==> config.mk <==
export PLATFORM = sky130hd
export DESIGN_NAME = load_store_unit
export DESIGN_NICKNAME = d
export VERILOG_FILES = /design/src/rtl/load_store_unit_pkg.sv /design/src/rtl/load_store_unit_load_align.sv /design/src/rtl/load_store_unit.sv
export SDC_FILE = /design/constraint.sdc
export NUM_CORES = 1
export LEC_CHECK = 0
export CAP_MARGIN = 5
export CORE_MARGIN = 3
export CORE_UTILIZATION = 41
export CTS_CLUSTER_DIAMETER = 200
export DETAILED_ROUTE_END_ITERATION = 16
export PLACE_DENSITY = 0.78
export SLEW_MARGIN = 30
export SYNTH_ARGS = -nofsm -noshare
export SYNTH_HDL_FRONTEND = slang
export SYNTH_HIERARCHICAL = 1
export SYNTH_SLANG_ARGS = --single-unit
==> constraint.sdc <==
create_clock -name clk_i -period 2 [get_ports clk_i]
set_clock_uncertainty 0.05 [all_clocks]
set_input_delay 0.5 -clock clk_i [delete_from_list [all_inputs] [get_ports clk_i]]
set_output_delay 0.5 -clock clk_i [all_outputs]
set_load 0.005 [all_outputs]
==> src/rtl/load_store_unit_pkg.sv <==
// Shared LSU types: FSM state, funct3 size codes, size/alignment helpers.
package load_store_unit_pkg;

  typedef enum logic [1:0] {
    LSU_IDLE,
    LSU_ISSUE,
    LSU_WAIT,
    LSU_DONE
  } lsu_state_t;

  typedef enum logic [1:0] {
    SZ_B,
    SZ_H,
    SZ_W
  } lsu_size_t;

  localparam logic [2:0] LS_B  = 3'b000;
  localparam logic [2:0] LS_H  = 3'b001;
  localparam logic [2:0] LS_W  = 3'b010;
  localparam logic [2:0] LS_BU = 3'b100;
  localparam logic [2:0] LS_HU = 3'b101;

  // Undefined encodings fall through to a word access.
  function automatic lsu_size_t f3_size(input logic [2:0] f3);
    lsu_size_t s;
    unique case (f3)
      LS_B, LS_BU: s = SZ_B;
      LS_H, LS_HU: s = SZ_H;
      default:     s = SZ_W;
    endcase
    return s;
  endfunction

  function automatic logic f3_signed(input logic [2:0] f3);
    return (f3 == LS_B) || (f3 == LS_H);
  endfunction

  function automatic logic misaligned(
    input logic [2:0] f3,
    input logic [1:0] off
  );
    logic m;
    unique case (f3_size(f3))
      SZ_H:    m = off[0];
      SZ_W:    m = (off != 2'b00);
      default: m = 1'b0;
    endcase
    return m;
  endfunction

  // Byte lane of the access; sub-size offset bits are dropped.
  function automatic logic [1:0] lane_shift(
    input lsu_size_t s,
    input logic [1:0] off
  );
    logic [1:0] l;
    unique case (s)
      SZ_B:    l = off;
      SZ_H:    l = {off[1], 1'b0};
      default: l = 2'b00;
    endcase
    return l;
  endfunction

endpackage

==> src/rtl/load_store_unit_load_align.sv <==
// Load lane steering: shift the bus word down to the accessed lane,
// then sign- or zero-extend to 32 bits.
module load_align
  import load_store_unit_pkg::*;
(
  input  logic [31:0] rdata_i,
  input  logic [1:0]  offset_i,
  input  logic [2:0]  funct3_i,
  output logic [31:0] data_o
);

  lsu_size_t   size;
  logic        sext;
  logic [31:0] shifted;

  assign size    = f3_size(funct3_i);
  assign sext    = f3_signed(funct3_i);
  assign shifted = rdata_i >> {lane_shift(size, offset_i), 3'b000};

  always_comb begin
    data_o = shifted;
    unique case (size)
      SZ_B:    data_o = {{24{sext & shifted[7]}}, shifted[7:0]};
      SZ_H:    data_o = {{16{sext & shifted[15]}}, shifted[15:0]};
      default: data_o = shifted;
    endcase
  end

endmodule

==> src/rtl/load_store_unit.sv <==
// M-stage load/store unit: IDLE/ISSUE/WAIT/DONE bus FSM with pipeline stall.
// Define LSU_MISALIGN_TRAP_EN to trap misaligned H/W accesses.
module load_store_unit
  import load_store_unit_pkg::*;
#(
  parameter int ADDR_W = 32
) (
  input  logic              clk_i,
  input  logic              reset_ni,
  input  logic              req_valid_i,
  input  logic              req_write_i,
  input  logic [2:0]        funct3_i,
  input  logic [ADDR_W-1:0] addr_i,
  input  logic [31:0]       wdata_i,
  output logic              stall_o,
  output logic [31:0]       rdata_o,
  output logic              rdata_valid_o,
  output logic              misalign_o,
  output logic              bus_req_o,
  output logic              bus_we_o,
  output logic [ADDR_W-1:0] bus_addr_o,
  output logic [3:0]        bus_be_o,
  output logic [31:0]       bus_wdata_o,
  input  logic              bus_gnt_i,
  input  logic              bus_rvalid_i,
  input  logic [31:0]       bus_rdata_i
);

  lsu_state_t        state_q, state_d;
  logic              write_q;
  logic [2:0]        f3_q;
  logic [ADDR_W-1:0] addr_q;
  logic [31:0]       wdata_q;
  logic [31:0]       rdata_q;
  logic              mis_q;
  logic              trap;
  logic [31:0]       load_data;
  lsu_size_t         size_q;
  logic [1:0]        off_q;
  logic [3:0]        be;
  logic [31:0]       wd;

`ifdef LSU_MISALIGN_TRAP_EN
  assign trap       = misaligned(funct3_i, addr_i[1:0]);
  assign misalign_o = (state_q == LSU_DONE) & mis_q;
`else
  assign trap       = 1'b0;
  assign misalign_o = 1'b0;
`endif

  always_comb begin
    state_d = state_q;
    unique case (state_q)
      LSU_IDLE:
        if (req_valid_i) state_d = trap ? LSU_DONE : LSU_ISSUE;
      LSU_ISSUE:
        if (bus_gnt_i) state_d = write_q ? LSU_DONE : LSU_WAIT;
      LSU_WAIT:
        if (bus_rvalid_i) state_d = LSU_DONE;
      default:
        state_d = LSU_IDLE;
    endcase
  end

  always_ff @(posedge clk_i or negedge reset_ni) begin
    if (!reset_ni) begin
      state_q <= LSU_IDLE;
      write_q <= 1'b0;
      f3_q    <= 3'b000;
      addr_q  <= '0;
      wdata_q <= 32'h0;
      rdata_q <= 32'h0;
      mis_q   <= 1'b0;
    end else begin
      state_q <= state_d;
      if (state_q == LSU_IDLE && req_valid_i) begin
        write_q <= req_write_i;
        f3_q    <= funct3_i;
        addr_q  <= addr_i;
        wdata_q <= wdata_i;
        mis_q   <= trap;
      end
      if (state_q == LSU_WAIT && bus_rvalid_i)
        rdata_q <= load_data;
    end
  end

  assign size_q = f3_size(f3_q);
  assign off_q  = addr_q[1:0];

  load_align u_align (
    .rdata_i  (bus_rdata_i),
    .offset_i (off_q),
    .funct3_i (f3_q),
    .data_o   (load_data)
  );

  // Sub-word stores replicate the datum so every enabled lane sees it.
  always_comb begin
    be = 4'b1111;
    wd = wdata_q;
    unique case (1'b1)
      (size_q == SZ_B): begin
        be = 4'b0001 << off_q;
        wd = {4{wdata_q[7:0]}};
      end
      (size_q == SZ_H): begin
        be = 4'b0011 << {off_q[1], 1'b0};
        wd = {2{wdata_q[15:0]}};
      end
      default: ;
    endcase
  end

  assign bus_req_o     = (state_q == LSU_ISSUE);
  assign bus_we_o      = bus_req_o & write_q;
  assign bus_be_o      = bus_req_o ? be : 4'b0000;
  assign bus_addr_o    = {addr_q[ADDR_W-1:2], 2'b00};
  assign bus_wdata_o   = wd;
  assign rdata_o       = rdata_q;
  assign rdata_valid_o = (state_q == LSU_DONE) & ~write_q & ~mis_q;
  assign stall_o       = reset_ni & req_valid_i & (state_q != LSU_DONE);

endmodule

=== After elaboration in Yosys (flattened, before gate mapping) ===
Index checks and enable logic that the tools add are counted.

* Equality and inequality tests: 11
* Shift operators: 3
* Mux-type cells: 11
* Bitwise gates (word level): 7
* Reductions and logical operators: 9

{| class="wikitable"
|+ Operators with widths
! cell !! count
|-
| $pmux 32 s2 || 2
|-
| $shr 32x5->32 || 1
|-
| $pmux 2 s2 || 2
|-
| $pmux 4 s2 || 1
|-
| $and 1x1->1 || 6
|-
| $eq 3x3->1 const B || 2
|-
| $mux 2 || 3
|-
| $ne 2x2->1 const B || 3
|-
| $pmux 2 s3 || 1
|-
| $eq 2x1->1 const B || 2
|-
| $eq 2x2->1 const B || 2
|-
| $logic_not 2->1 || 2
|-
| $mux 4 || 1
|-
| $reduce_or 2->1 || 2
|-
| $shl 1x2->4 const A || 1
|-
| $shl 2x2->4 const A || 1
|-
| $eq 3x1->1 const B || 1
|-
| $logic_not 3->1 || 1
|-
| $reduce_and 3->1 || 1
|-
| $logic_and 1x1->1 || 2
|-
| $ne 2x1->1 const B || 1
|-
| $logic_or 1x1->1 || 1
|-
| $mux 1 || 1
|-
| $not 1->1 || 1
|}

* Flip-flop bits (word level): 102
* Output and inout port bits: 105
* Word-level logic and storage cells: 47

=== Longest topological paths before layout ===
Gate-level depths: netlist (run 1).

* Word-level depth: 8
* Gate-level depth with buffers: 8

=== Cells and area by module ===
The synthesis (run 1) kept the hierarchy.

{| class="wikitable"
|+ By module, submodules not included
! module !! times used !! cells an instance !! area an instance (µm²)
|-
| load_store_unit || 1 || 331 || 4610.7
|-
| load_align || 1 || 118 || 962.2
|}

=== Least setup slack after synthesis (run 1) ===
OpenSTA, ideal clock, no wires.

* Path kind: register to register
* Start: reg f3_q[1]
* End: reg rdata_q[17], in the netlist rdata_o[17]
* Library setup time: 125 ps
* Data arrival time: 1697 ps
* Required time: 1825 ps
* Slack: 128 ps
* Stages on the path, launching flop included: 9
* Period minus slack after synthesis: 1872 ps
* Path through: dfrtp_1 -> buf_6 -> nand2b_4 -> buf_6 -> a211o_4 -> nand4_4 -> buf_12 -> nand2_2 -> mux2_2

* Longest elaborated chain between the ends: 8
* Elaborated cells between the ends (all ways): 15
* Classes of those cells: eq/ne (4); shift (1); mux (3); bitwise (2); reduce/logical (5)

{| class="wikitable"
|+ RTL lines
! what !! line !! source
|-
| from (decl) || load_store_unit.sv:31 || <nowiki>logic [2:0] f3_q;</nowiki>
|-
| from (signal assigned) || load_store_unit.sv:78 || <nowiki>f3_q <= funct3_i;</nowiki>
|-
| $eq 3x3->1, or another cell as far along || load_store_unit_pkg.sv:26 || <nowiki>unique case (f3)</nowiki>
|-
| $reduce_or 2->1 || load_store_unit_pkg.sv:26 ||
|-
| $pmux 2 s2 || load_store_unit_pkg.sv:26 ||
|-
| $eq 2x1->1 or $logic_not 2->1 (tied branches) || load_store_unit_pkg.sv:57, load_store_unit_load_align.sv:22 ||
|-
| $pmux 2 s2 || load_store_unit_pkg.sv:57 || <nowiki>unique case (s)</nowiki>
|-
| $shr 32x5->32 || load_store_unit_load_align.sv:18 || <nowiki>assign shifted = rdata_i >> {lane_shift(size, offset_i), 3'b000};</nowiki>
|-
| $and 1x1->1, on equally long branches || load_store_unit_load_align.sv:24, load_store_unit_load_align.sv:23 ||
|-
| $pmux 32 s2 (*) || load_store_unit_load_align.sv:22 || <nowiki>unique case (size)</nowiki>
|-
| named net load_data[17] || load_store_unit.sv:37 || <nowiki>logic [31:0] load_data;</nowiki>
|-
| to (signal assigned) || load_store_unit.sv:84 || <nowiki>rdata_q <= load_data;</nowiki>
|-
| to (decl) || load_store_unit.sv:34 || <nowiki>logic [31:0] rdata_q;</nowiki>
|}

The timed path passes the listed nets; every way through them passes the cells marked *.
A chain may end at the register's enable or synchronous reset.

=== Final worst setup path (run 1) ===
* Start: reg f3_q[1]
* End: out bus_wdata_o[19]

* Longest elaborated chain between the ends: 5
* Elaborated cells between the ends (all ways): 10
* Classes of those cells: eq/ne (4); mux (2); reduce/logical (4)

{| class="wikitable"
|+ RTL lines
! what !! line !! source
|-
| $eq 3x3->1, or another cell as far along || load_store_unit_pkg.sv:26 ||
|-
| $reduce_or 2->1 || load_store_unit_pkg.sv:26 ||
|-
| $pmux 2 s2 (*) || load_store_unit_pkg.sv:26 ||
|-
| $eq 2x1->1 or $logic_not 2->1 (tied branches) || load_store_unit.sv:107, load_store_unit.sv:103 ||
|-
| $pmux 32 s2 (*) || load_store_unit.sv:102 || <nowiki>unique case (1'b1)</nowiki>
|-
| to (decl) || load_store_unit.sv:23 || <nowiki>output logic [31:0] bus_wdata_o,</nowiki>
|}

Mark *: on every way between the ends. The rest lies on a longest branch, timed or not.

==> results of run 1 <==
power by group:
group	total, mW	switching [mW]	leakage [nW]	internal (mW)
combinational	8.16	3.10	2.26	5.06
sequential	3.86	0.743	1.22	3.12
clock	1.82	0.782	0.155	1.04
total	13.8	4.63	3.64	9.22
cells by family (layout without fill, tap and decap cells):
family	after synthesis	count (layout)	share of synthesized area, %
other cells	1	3	0.0673
buf+inv	75	274	9.23
fa+ha+maj	5	5	1.12
simple gates	69	70	8.15
flops	102	102	45.8
compound gates	63	63	7.34
mux	134	134	28.3
worst paths after layout:
check / start / to / cells after the start
min in group clk_i: wdata_q[22]$_DFFE_PN0P_ / wdata_q[22]$_DFFE_PN0P_ / 1
worst max-delay path: f3_q[1]$_DFFE_PN0P_ / bus_wdata_o[19] / 5
worst min register to register: wdata_q[22]$_DFFE_PN0P_ / wdata_q[22]$_DFFE_PN0P_ / 1
worst max register to register: f3_q[0]$_DFFE_PN0P_ / rdata_o[14]$_DFFE_PN0P_ / 7
worst min-delay path: reset_ni / rdata_o[8]$_DFFE_PN0P_ / 2
max in group asynchronous: reset_ni / state_q[0]$_DFFE_PN0P_ / 2
flip-flops by register name (all words and copies together) (netlist names):
register and count:
addr_q 32, rdata_o 32, wdata_q 32, f3_q 3, state_q 2, write_q 1
per-stage QoR:
stage          setup TNS, ns  power (mW)  hold slack, ns  cells
6_report               -3.41        13.8           0.216    823
5_1_grt                -7.12        14.7           0.259    823
4_1_cts                -3.27        13.7           0.250    821
3_5_place_dp           -9.47        11.2           0.427    791
3_3_place_gp           -7.69        11.0           0.422    791
2_1_floorplan              0        7.93           0.154    451
metal layers:
layer | vias to the layer above | routed length, µm | global-route usage, %
li1 | 1958 | - | -
met1 | 2131 | 6070 | 24.7
met2 | 201 | 7700 | 35.3
met3 | 25 | 1730 | 8.02
met4 | 0 | 443 | 9.17
met5 | - | 0 | 0
area by class of cell:
cell class	count	share of cell area, %
sequential	102	30.6
clock inverter	5	0.688
timing repair buffer	252	30.5
inverter	6	0.269
clock buffer	11	3.02
multi-input combinational	275	32.4
tap	172	2.57
cell usage after synthesis (all sizes together) (2+ instances only):
cell	count
a21boi	7
a21oi	35
buf	64
clkbuf	5
dfrtp	102
ha	5
inv	6
mux2	118
mux2i	9
mux4	7
nand2	36
nand2b	4
nor2	8
nor2b	4
nor4bb	8
o21a	2
o21ai	8
o221a	7
critical path: stages, from the launching register on:
cell and delay, ns:
dfrtp_2 0.44, buf_6 0.15, buf_6 0.12, buf_6 0.12
mux2_4 0.30, buf_6 0.12
timing repair:
action,in CTS,in global routing
cloned,3,0
buffers inserted,11,3
resized for setup,174,28
pin swaps,5,5
setup endpoints to repair,62,63
==> results_dict.tcl, run 1 <==
set metrics [dict create \
    p_leak_nw 3.64 \
    ff_latch_area_um2 2550 \
    cts-root-buf "clkbuf_16" \
    antenna_cells 0 \
    rsz0062_at_grt "yes" \
    fp-row-count 41 \
    start_kind "flop" \
    ys_ff_latch 102 \
    async_flop_share_pct 100 \
    status "finished with violations" \
    yosysTopAreaCell "dfrtp_1" \
    gp_congestion 0.828 \
    ys_top_cells_by_area "dfrtp_1 (46%), mux2_2 (20%), buf_4 (6.1%)" \
    gr-total-overflow 0 \
    h-tree-depth 3 \
    cts.clk_slew.worst_paths_ns 0.07 \
    violations "setup timing" \
    crit_required_ns 1.45 \
    synth_area_per_cell_um2 12.4 \
    ctsHoldBuffers 0 \
    final_common_cell "clkdlybuf4s50_1" \
    hp-class "in2async" \
    detail-route-antenna-nets 0 \
    viasPerCell 5.24 \
    final_util_pct 64.7 \
    max_slew_margin_pct 63.2 \
    grt_pass1_vias 4634 \
    dr.pass1.iters 4 \
    vias 4315 \
    clk_latency_ns 0.35 \
    fin_ws_ns -0.137 \
    dpl-instance-area_um2 7700 \
    grt_pass1_wl_mm 24.6 \
    max_slew.worst_pin.slew_ns 0.551 \
    grt_usage_pct 21.3 \
    fillers 990 \
    cts_tree "built" \
    max_freq_mhz 468 \
    post_drt_wl_per_cell_um 19.4 \
    start_util_pct 43.1 \
    drt-initial-drc-count 245 \
    die_h_um 123 \
    wirelength_mm 15.9 \
    ys_seq_area_share_pct 45.8 \
    final_area_um2 8360 \
    yosys_warnings 6 \
    finalCritPeriodShare_pct 107 \
    core-area_um2 12900 \
    arrival_ns 1.59 \
    drive_gt1_share_pct 37.2 \
    fin_nets 756 \
    post-route-drc-count 0 \
    grt_max_degree 103 \
    slew_violations 0 \
    final_cell_mix "clkdlybuf4s50_1 (173), dfrtp_1 (100), mux2_2 (81), a21oi_1 (31), buf_6 (27)" \
    io_buffers 206 \
    grt_antenna_before_repair 0 \
    cts_buffers 9 \
    multiInputGateArea_um2 2710 \
    maxCapViolations 0 \
    ir_drop_mv 0.987 \
    netlist_area_um2 5570 \
    crit_path_end_kind "primary output" \
    p_per_area_nw_per_um2 1660 \
    synth_edf_count 0 \
    synthCells 449 \
    crit_fanout 4 \
    setup_violations 49 \
    dpl_worst_slack_ns -0.423 \
    period_minus_slack_ns 2.14 \
    rrSetupSlack_ns -0.09 \
    yosysTopAreaCellShare_pct 45.8 \
    finalHoldViolCount 0 \
    cts_sinks 102 \
    boundaryPins 210 \
    area_growth_pct 50.0 \
    synth_cell_types 41 \
    die_area_um2 15000 \
    clockBufferDepth 2 \
    fp.dieW_um 123 \
    worstSetupPathType "reg2out" \
    dpl.hpwl_mm 11.4 \
    synthFlopType "dfrtp_1" \
]
Power figures use the tool's default switching activity.
==> inputs of run 2 (changes only) <==
--- a/config.mk
+++ b/config.mk
@@ -9,6 +9,7 @@
 export CORE_MARGIN = 3
 export CORE_UTILIZATION = 41
 export CTS_CLUSTER_DIAMETER = 200
+export CTS_CLUSTER_SIZE = 14
 export DETAILED_ROUTE_END_ITERATION = 16
 export PLACE_DENSITY = 0.78
 export SLEW_MARGIN = 30
==> results of run 2 <==
Final layout, timing and power as in run 1 (identical DEF).
==> inputs of run 3 (changes only) <==
==> constraint.sdc (replaced) <==
create_clock -name clk_i -period 1.7 [get_ports clk_i]
set_clock_uncertainty 0.05 [all_clocks]
set_input_delay 0.425 -clock clk_i [delete_from_list [all_inputs] [get_ports clk_i]]
set_output_delay 0.425 -clock clk_i [all_outputs]
set_load 0.005 [all_outputs]
==> run 3 against run 2 <==
- the run still ends with setup timing left
- register-to-register slack worse by 0.22 ns
- global-route usage up 0.99 points
- wire length rose by 13%
- cell area up 11%
- worst hold slack better by 0.065 ns
- die area unchanged
- setup slack worse by 0.17 ns
==> results_dict.tcl, run 3 (same netlist as run 1, synthesis figures left out) <==
set metrics [dict create \
    grt_antenna_before_repair 0 \
    setup_violations 125 \
    finalCritPeriodShare_pct 118 \
    cts_tree "built" \
    post-route-drc-count 0 \
    maxCapViolations 0 \
    drt-initial-drc-count 304 \
    post_drt_wl_per_cell_um 20.5 \
    h-tree-depth 3 \
    arrival_ns 2.19 \
    dpl.hpwl_mm 11.1 \
    final_util_pct 72.1 \
    die_h_um 123 \
    viasPerCell 5.23 \
    crit_fanout 8 \
    final_cell_mix "clkdlybuf4s50_1 (105), dfrtp_1 (98), mux2_4 (81), buf_4 (62), dlygate4sd2_1 (38)" \
    antenna_cells 0 \
    ctsHoldBuffers 0 \
    grt_pass1_wl_mm 25.7 \
    area_growth_pct 67.2 \
    ir_drop_mv 1.17 \
    boundaryPins 210 \
    clockBufferDepth 2 \
    fillers 870 \
    cts_sinks 102 \
    p_per_area_nw_per_um2 1940 \
    period_minus_slack_ns 2.01 \
    drive_gt1_share_pct 48.9 \
    detail-route-antenna-nets 0 \
    clk_latency_ns 0.35 \
    cts_buffers 9 \
    max_slew.worst_pin.slew_ns 0.688 \
    gr-total-overflow 0 \
    die_area_um2 15000 \
    hp-class "in2async" \
    whs_ns 0.280 \
    violations "setup timing" \
    grt_usage_pct 22.3 \
    total_power_mw 18.1 \
    status "finished with violations" \
    fin_ws_ns -0.308 \
    max_freq_mhz 498 \
    vias 4587 \
    dpl_worst_slack_ns -0.610 \
    fin_nets 810 \
    max_slew_margin_pct 54.1 \
    cts-root-buf "clkbuf_16" \
    cts.clk_slew.worst_paths_ns 0.07 \
    io_buffers 206 \
    core-area_um2 12900 \
    dr.pass1.iters 4 \
    wirelength_mm 18.0 \
    slew_violations 0 \
    final_common_cell "clkdlybuf4s50_1" \
    fp-row-count 41 \
    start_kind "flop" \
    start_util_pct 43.1 \
    grt_pass1_vias 4808 \
    finalHoldViolCount 0 \
    gp_congestion 0.849 \
    fp.dieW_um 123 \
    rsz0062_at_grt "yes" \
    crit_path_end_kind "flop" \
    grt_max_degree 55 \
    crit_required_ns 1.89 \
    finalSetupTns_ns -16.84 \
    worstSetupPathType "reg2reg" \
    p_leak_nw 4.67 \
]
-- run 3: cell types whose count changed in the layout (fill, tap and decap cells not counted), sizes merged --
| cell | before | now |
|---|---|---|
| clkdlybuf4s50 | 173 | 105 |
| buf | 75 | 126 |
| dlygate4sd2 | 0 | 38 |
| dlymetal6s2s | 0 | 30 |
| clkinv | 4 | 0 |
| clkbuf | 14 | 17 |
| clkinvlp | 0 | 2 |
| inv | 6 | 8 |
| clkdlybuf4s15 | 1 | 0 |
| nand2 | 36 | 37 |
-- run 3: timing repair --
| action | 4_1_cts | 5_1_grt |
|---|---|---|
| gates resized for setup | 272 | 112 |
| setup buffers | 34 | 6 |
| setup endpoints to repair | 111 | 164 |
| pin swaps | 29 | 12 |
| gates cloned | 5 | 7 |
-- run 3: path summary, 6_finish.rpt --
path,start,end,slack (ns),cells after the start
worst max-delay path,f3_q[0]$_DFFE_PN0P_,rdata_o[12]$_DFFE_PN0P_,-0.31,6
worst max register to register,f3_q[0]$_DFFE_PN0P_,rdata_o[12]$_DFFE_PN0P_,-0.31,6
worst min register to register,rdata_o[0]$_DFFE_PN0P_,rdata_o[0]$_DFFE_PN0P_,0.45,1
worst min-delay path,reset_ni,wdata_q[28]$_DFFE_PN0P_,0.28,3
min in group clk_i,rdata_o[0]$_DFFE_PN0P_,rdata_o[0]$_DFFE_PN0P_,0.45,1
max in group asynchronous,reset_ni,addr_q[0]$_DFFE_PN0P_,0.80,3
-- run 3: critical path, cell delays in order (launching register included) --
cell	delay [ns]
dfrtp_2	0.45
buf_6	0.15
nand2b_4	0.14
or4_4	0.51
nand4b_4	0.21
a21oi_1	0.11
mux2_2	0.27
-- run 3: layer usage --
layer	GRT usage, %	vias to the layer above	share of wire (%)
met5	0	-	0
met4	7.84	0	2.0
met3	6.73	22	7.9
met2	38.4	183	50
met1	26.4	2315	40
li1	-	2067	-
-- run 3: through the flow --
stage	std cells	area, µm²
floorplan	451	5590
global placement	810	7800
CTS	865	8740
global route	877	9320
detailed placement	810	7800
finish	877	9320
-- run 3: where the power goes --
group	total, mW	internal [mW]	switching [mW]
clock network	2.22	1.24	0.979
registers	4.59	3.68	0.909
logic	11.2	6.97	4.28
-- run 3: cell type report --
class / instances / area [µm²] / share of cell area, %
multi-input cells: 276 / 3090 / 33.2
inverters: 6 / 27.5 / 0.295
clock buffers: 11 / 253 / 2.71
clock inverters: 5 / 65.1 / 0.698
flip-flops and latches: 102 / 2560 / 27.4
repair buffers: 305 / 3110 / 33.3
well taps: 172 / 215 / 2.31
